[config.mk]
export PLATFORM = sky130hd
export DESIGN_NAME = mem_arbiter
export DESIGN_NICKNAME = d
export VERILOG_FILES = /design/src/rtl/mem_arbiter.sv
export SDC_FILE = /design/constraint.sdc
export NUM_CORES = 1
export LEC_CHECK = 0
export ABC_CLOCK_PERIOD_IN_PS = 1850
export BUFFER_PORTS_ARGS = -buffer_cell sky130_fd_sc_hd__buf_4
export CAP_MARGIN = 5
export CELL_PAD_IN_SITES_DETAIL_PLACEMENT = 1
export CELL_PAD_IN_SITES_GLOBAL_PLACEMENT = 2
export CORE_UTILIZATION = 10
export DETAILED_ROUTE_END_ITERATION = 16
export HOLD_SLACK_MARGIN = 0.1
export PLACE_DENSITY_LB_ADDON = 0.1
export SLEW_MARGIN = 30
export SYNTH_ARGS = -nofsm -noshare
export SYNTH_HDL_FRONTEND = slang
export SYNTH_SLANG_ARGS = --single-unit
[constraint.sdc]
create_clock -name clk -period 1.85 [get_ports clk]
set_input_delay 0.37 -clock clk [delete_from_list [all_inputs] [get_ports clk]]
set_output_delay 0.37 -clock clk [all_outputs]
set_load 0.02 [all_outputs]
[src/rtl/mem_arbiter.sv]
// mem_arbiter: shares one synchronous single-port RAM between the instruction
// fetch port and the load/store port. One grant per cycle, data-first fixed
// priority with a fetch starvation guard. Read data returns one cycle after
// grant and is steered to the side recorded in the registered owner field.
// Optional build macro MEM_ARB_RR_EN: round-robin arbitration replaces the
// fixed priority and the starvation counter.
module mem_arbiter #(
  parameter int ADDR_W     = 32,
  parameter int DATA_W     = 32,
  parameter int STARVE_MAX = 4
) (
  input  logic              clk,
  input  logic              rst,
  input  logic              i_req,
  input  logic [ADDR_W-1:0] i_addr,
  output logic              i_gnt,
  output logic              i_valid,
  output logic [DATA_W-1:0] i_rdata,
  input  logic              d_req,
  input  logic [ADDR_W-1:0] d_addr,
  input  logic [1:0]        d_read_en,
  input  logic [1:0]        d_write_en,
  input  logic [DATA_W-1:0] d_wdata,
  output logic              d_gnt,
  output logic              d_valid,
  output logic [DATA_W-1:0] d_rdata,
  output logic [ADDR_W-1:0] m_addr,
  output logic [1:0]        m_read_en,
  output logic [1:0]        m_write_en,
  output logic [DATA_W-1:0] m_wdata,
  input  logic [DATA_W-1:0] m_rdata
);

  typedef enum logic [1:0] {OWN_NONE, OWN_I, OWN_D} owner_t;

  owner_t owner, owner_nxt;
  logic   i_elig, d_elig, d_store;
  logic   grant_i, grant_d;

`ifdef MEM_ARB_RR_EN
  typedef enum logic {SIDE_D, SIDE_I} side_t;
  side_t last, last_nxt;
`else
  localparam int CNT_W = $clog2(STARVE_MAX + 1);
  localparam logic [CNT_W-1:0] STARVE_LIM = CNT_W'(STARVE_MAX);
  logic [CNT_W-1:0] starve_cnt, starve_cnt_nxt;
`endif

  // A data request with both enables nonzero is treated as a store only.
  assign i_elig  = i_req;
  assign d_elig  = d_req && ((d_read_en != 2'b00) || (d_write_en != 2'b00));
  assign d_store = (d_write_en != 2'b00);

  // Pick at most one winner this cycle; nothing is granted while in reset.
  always_comb begin
    grant_i = 1'b0;
    grant_d = 1'b0;
    if (!rst) begin
      if (i_elig && d_elig) begin
`ifdef MEM_ARB_RR_EN
        if (last == SIDE_I) grant_d = 1'b1;
        else                grant_i = 1'b1;
`else
        if (starve_cnt == STARVE_LIM) grant_i = 1'b1;
        else                          grant_d = 1'b1;
`endif
      end else if (d_elig) begin
        grant_d = 1'b1;
      end else if (i_elig) begin
        grant_i = 1'b1;
      end
    end
  end

  assign i_gnt = grant_i;
  assign d_gnt = grant_d;

  // Route the winner's address, enables and store data to the RAM lanes.
  always_comb begin
    m_addr     = '0;
    m_read_en  = 2'b00;
    m_write_en = 2'b00;
    m_wdata    = '0;
    if (grant_i) begin
      m_addr    = i_addr;
      m_read_en = 2'b11;
    end else if (grant_d) begin
      m_addr  = d_addr;
      m_wdata = d_wdata;
      if (d_store) m_write_en = d_write_en;
      else         m_read_en  = d_read_en;
    end
  end

  // Response owner for next cycle: set on read grants, cleared otherwise.
  always_comb begin
    owner_nxt = OWN_NONE;
    if (grant_i)                owner_nxt = OWN_I;
    else if (grant_d && !d_store) owner_nxt = OWN_D;
  end

  // Owner register; reset drops any read still in flight.
  always_ff @(posedge clk) begin
    if (rst) owner <= OWN_NONE;
    else     owner <= owner_nxt;
  end

`ifdef MEM_ARB_RR_EN
  // Remember which side was granted last; idle cycles keep the old value.
  always_comb begin
    last_nxt = last;
    if (grant_i)      last_nxt = SIDE_I;
    else if (grant_d) last_nxt = SIDE_D;
  end

  // Last-granted register; starts at I so data wins the first contention.
  always_ff @(posedge clk) begin
    if (rst) last <= SIDE_I;
    else     last <= last_nxt;
  end
`else
  // Count consecutive data grants while fetch waits, saturating at the limit.
  always_comb begin
    starve_cnt_nxt = starve_cnt;
    if (!i_req || grant_i) starve_cnt_nxt = '0;
    else if (grant_d && (starve_cnt != STARVE_LIM)) starve_cnt_nxt = starve_cnt + 1'b1;
  end

  // Starvation counter register.
  always_ff @(posedge clk) begin
    if (rst) starve_cnt <= '0;
    else     starve_cnt <= starve_cnt_nxt;
  end
`endif

  // Response stage: the owner sees the RAM output, everyone else sees zero.
  assign i_valid = !rst && (owner == OWN_I);
  assign d_valid = !rst && (owner == OWN_D);
  assign i_rdata = i_valid ? m_rdata : '0;
  assign d_rdata = d_valid ? m_rdata : '0;

endmodule

==> flow_summary.ini <==
[outcome]
status = finished with violations
violations = negative setup slack

[logic_synthesis]
synth_adder_area_share_pct = 1.49
synth-simple-area-share_pct = 58.6
synth.mux.area_fraction_pct = 0.596
synth_seq_cells = 5
yosysSeqAreaShare_pct = 5.96
synth.avg_cell_area_um2 = 6.64
synth_compound_area_share_pct = 18.1
synth-xor-area-share_pct = 0
synthCells = 253
synth_nets = 391
syn_area_um2 = 1680
yosysWarnings = 0
synth_top_family_by_area = simple AND/OR/NAND/NOR gates
yosys.cell_types.count = 21

[die]
dieHeight_um = 132
io_pins = 272
die_x_um = 132
core_um2 = 16500
std_cell_rows = 47
start_util_pct = 10.2
die_area_um2 = 17300

[grt]
grt_pass1_vias = 2807
grtUsageTotal_pct = 11.3
antenna_found_initial = 0
grt_pass1_wl_um = 15700
grt_max_degree = 46
grt.overflow.total = 0

[sta]
period_minus_slack_ns = 2.13
worst_slack_ns = -0.275
final.setup.tns_ns = -12.73
fin_worst_skew_ns = 0.00106
rsz0062_at_grt = true
setup_viol = 68
max_slew_margin_pct = 77.4
period_share_pct = 115
hold_violations = 0
worst_pin_slew_ns = 0.339
slew_violations = 0
max_freq_mhz = 471

[clock_network]
hold_buffers = 0
cts_root_buffer = clkbuf_16
cts_buffers = 3
clock_sink_count = 5
cts.clk_slew.worst_paths_ns = 0.03
clockBufferDepth = 2
worstSkewPairLatency_ns = 0.23
cts_tree = yes
cts_max_level = 1

[worst_setup_path]
cp-endpoint = m_addr[11]
crit_fanout = 9
ff2ff_setup_slack_ns = 0.46
r2r-start = starve_cnt[0]
cp-end-kind = output pin
arrival_ns = 1.76
crit_type = in -> out
startpoint_type = primary input
timing.rr.end = owner[1]
rr_worst_depth = 6
crit_start = d_write_en[1]
required_ns = 1.48

[route]
detail_route.wl_per_cell_um = 14.0
first_iter_violations = 53
ant_nets = 0
drcViolationCount = 0
dr.pass1.iters = 4
routed_wl_um = 10500
num_vias = 2841
vias_per_cell = 3.78

[power_and_ir_drop]
peakVddDrop_uv = 259
p_total_uw = 1420
pwr_density_cell_nw_per_um2 = 290
power.leakage_uw = 0.00245

[finish]
layout.cells.non_filler = 751
nets = 670
area_delta_synth_final_pct = 191
diodes = 0
drive_gt1_share_pct = 70.6

[placement]
routabilityCongestion = 0.745
io_buffers = 271
placed_cells = 738
dp_hpwl_um = 7960

[worst_hold_path]
hold_depth = 3
hold_path_class = in -> reg

[flow_run]
max_cap_viol_count = 0
[where the power goes]
group | internal [uW] | switching [uW]
clock network | 286 | 70.9
registers | 111 | 1.51
logic | 523 | 423
total | 920 | 495
[layout make-up]
cell class,instances,area (um2)
Fill cell,1970,11600
Timing Repair Buffer,296,2500
Multi-Input combinational cell,191,1790
Tap cell,220,275
Inverter,35,131
Sequential cell,5,103
Clock buffer,4,78.8
[state kept, by name (all words and copies together), names as in the netlist]
| name | count |
|---|---|
| starve_cnt | 3 |
| owner | 2 |
[synthesized netlist by cell type]
cell | instances | area (um2)
o32ai_1 | 32 | 280
a21oi_1 | 2 | 10.0
buf_2 | 3 | 15.0
nor3b_1 | 2 | 15.0
buf_6 | 4 | 45.0
nand4b_1 | 1 | 8.76
ha_1 | 2 | 25.0
inv_1 | 35 | 131
and2_4 | 24 | 210
mux2i_1 | 1 | 10.0
nor2_1 | 7 | 26.3
nand3_1 | 5 | 25.0
clkbuf_1 | 17 | 63.8
nor2b_1 | 1 | 6.26
o41ai_1 | 1 | 8.76
dfxtp_1 | 5 | 100
or4_4 | 1 | 11.3
and2_1 | 74 | 463
and3_1 | 3 | 18.8
o21ai_1 | 1 | 5.00
nand2b_1 | 32 | 200
[worst min-delay path by stage]
| stage | startpoint | to | slack, ns |
|---|---|---|---|
| 3_3_place_gp | starve_cnt[0] | starve_cnt[0] | 0.50 |
| 6_report | i_req | starve_cnt[2] | 0.44 |
| 3_5_place_dp | starve_cnt[0] | starve_cnt[0] | 0.51 |
| 5_1_grt | i_req | starve_cnt[2] | 0.47 |
| 4_1_cts | i_req | starve_cnt[2] | 0.44 |
| 2_1_floorplan | starve_cnt[0] | starve_cnt[0] | 0.42 |
[per-layer routing]
layer	up-vias	track usage, %	wire length, um	share of wire, %
met5	-	0	0	0
met4	0	1.49	65	0.62
met3	6	4.17	959	9.1
met2	152	21.3	5590	53
met1	1299	12.2	3870	37
li1	1384	-	-	-
[worst max-delay path, cell delays in order]
cell	delay, ns
buf_8	0.10
o41ai_4	0.34
buf_4	0.17
o21ai_4	0.06
buf_12	0.14
clkbuf_16	0.17
o32ai_2	0.21
buf_4	0.19
[cell usage in the layout (no fill, tap or decap), types with 2 or more instances in the layout]
cell type	instances
dfxtp_1	3
nor3b_2	2
and3_1	2
nand3_1	3
nor2_1	6
inv_1	34
and2_1	71
and3_4	3
o32ai_2	23
dfxtp_2	2
clkbuf_16	5
o32ai_4	9
nand2b_1	32
buf_6	38
and2_4	27
buf_4	248
buf_12	6
[kinds of logic after synthesis]
logic type / count (synthesis)
compound gates: 36
fa+ha+maj: 2
buf+inv: 59
flops: 5
mux: 1
simple gates: 150
[timing repair]
item | in CTS | in global routing
gates cloned | 3 | 2
pin swaps | 2 | 8
setup buffers | 3 | 1
resized for setup | 32 | 38
setup endpoints to repair | 68 | 70
[through the flow]
stage	area [um2]	utilization (%)	hold slack (ns)	setup WS [ns]
detailed placement	4330	26.3	0.510	-0.272
CTS	4590	27.9	0.443	-0.301
finish	4880	29.7	0.443	-0.275
floorplan	1960	-	0.417	-0.0387
global placement	4330	26.3	0.497	-0.278
global route	4880	29.7	0.472	-0.312
No activity file was read; power rests on OpenSTA's default activity.
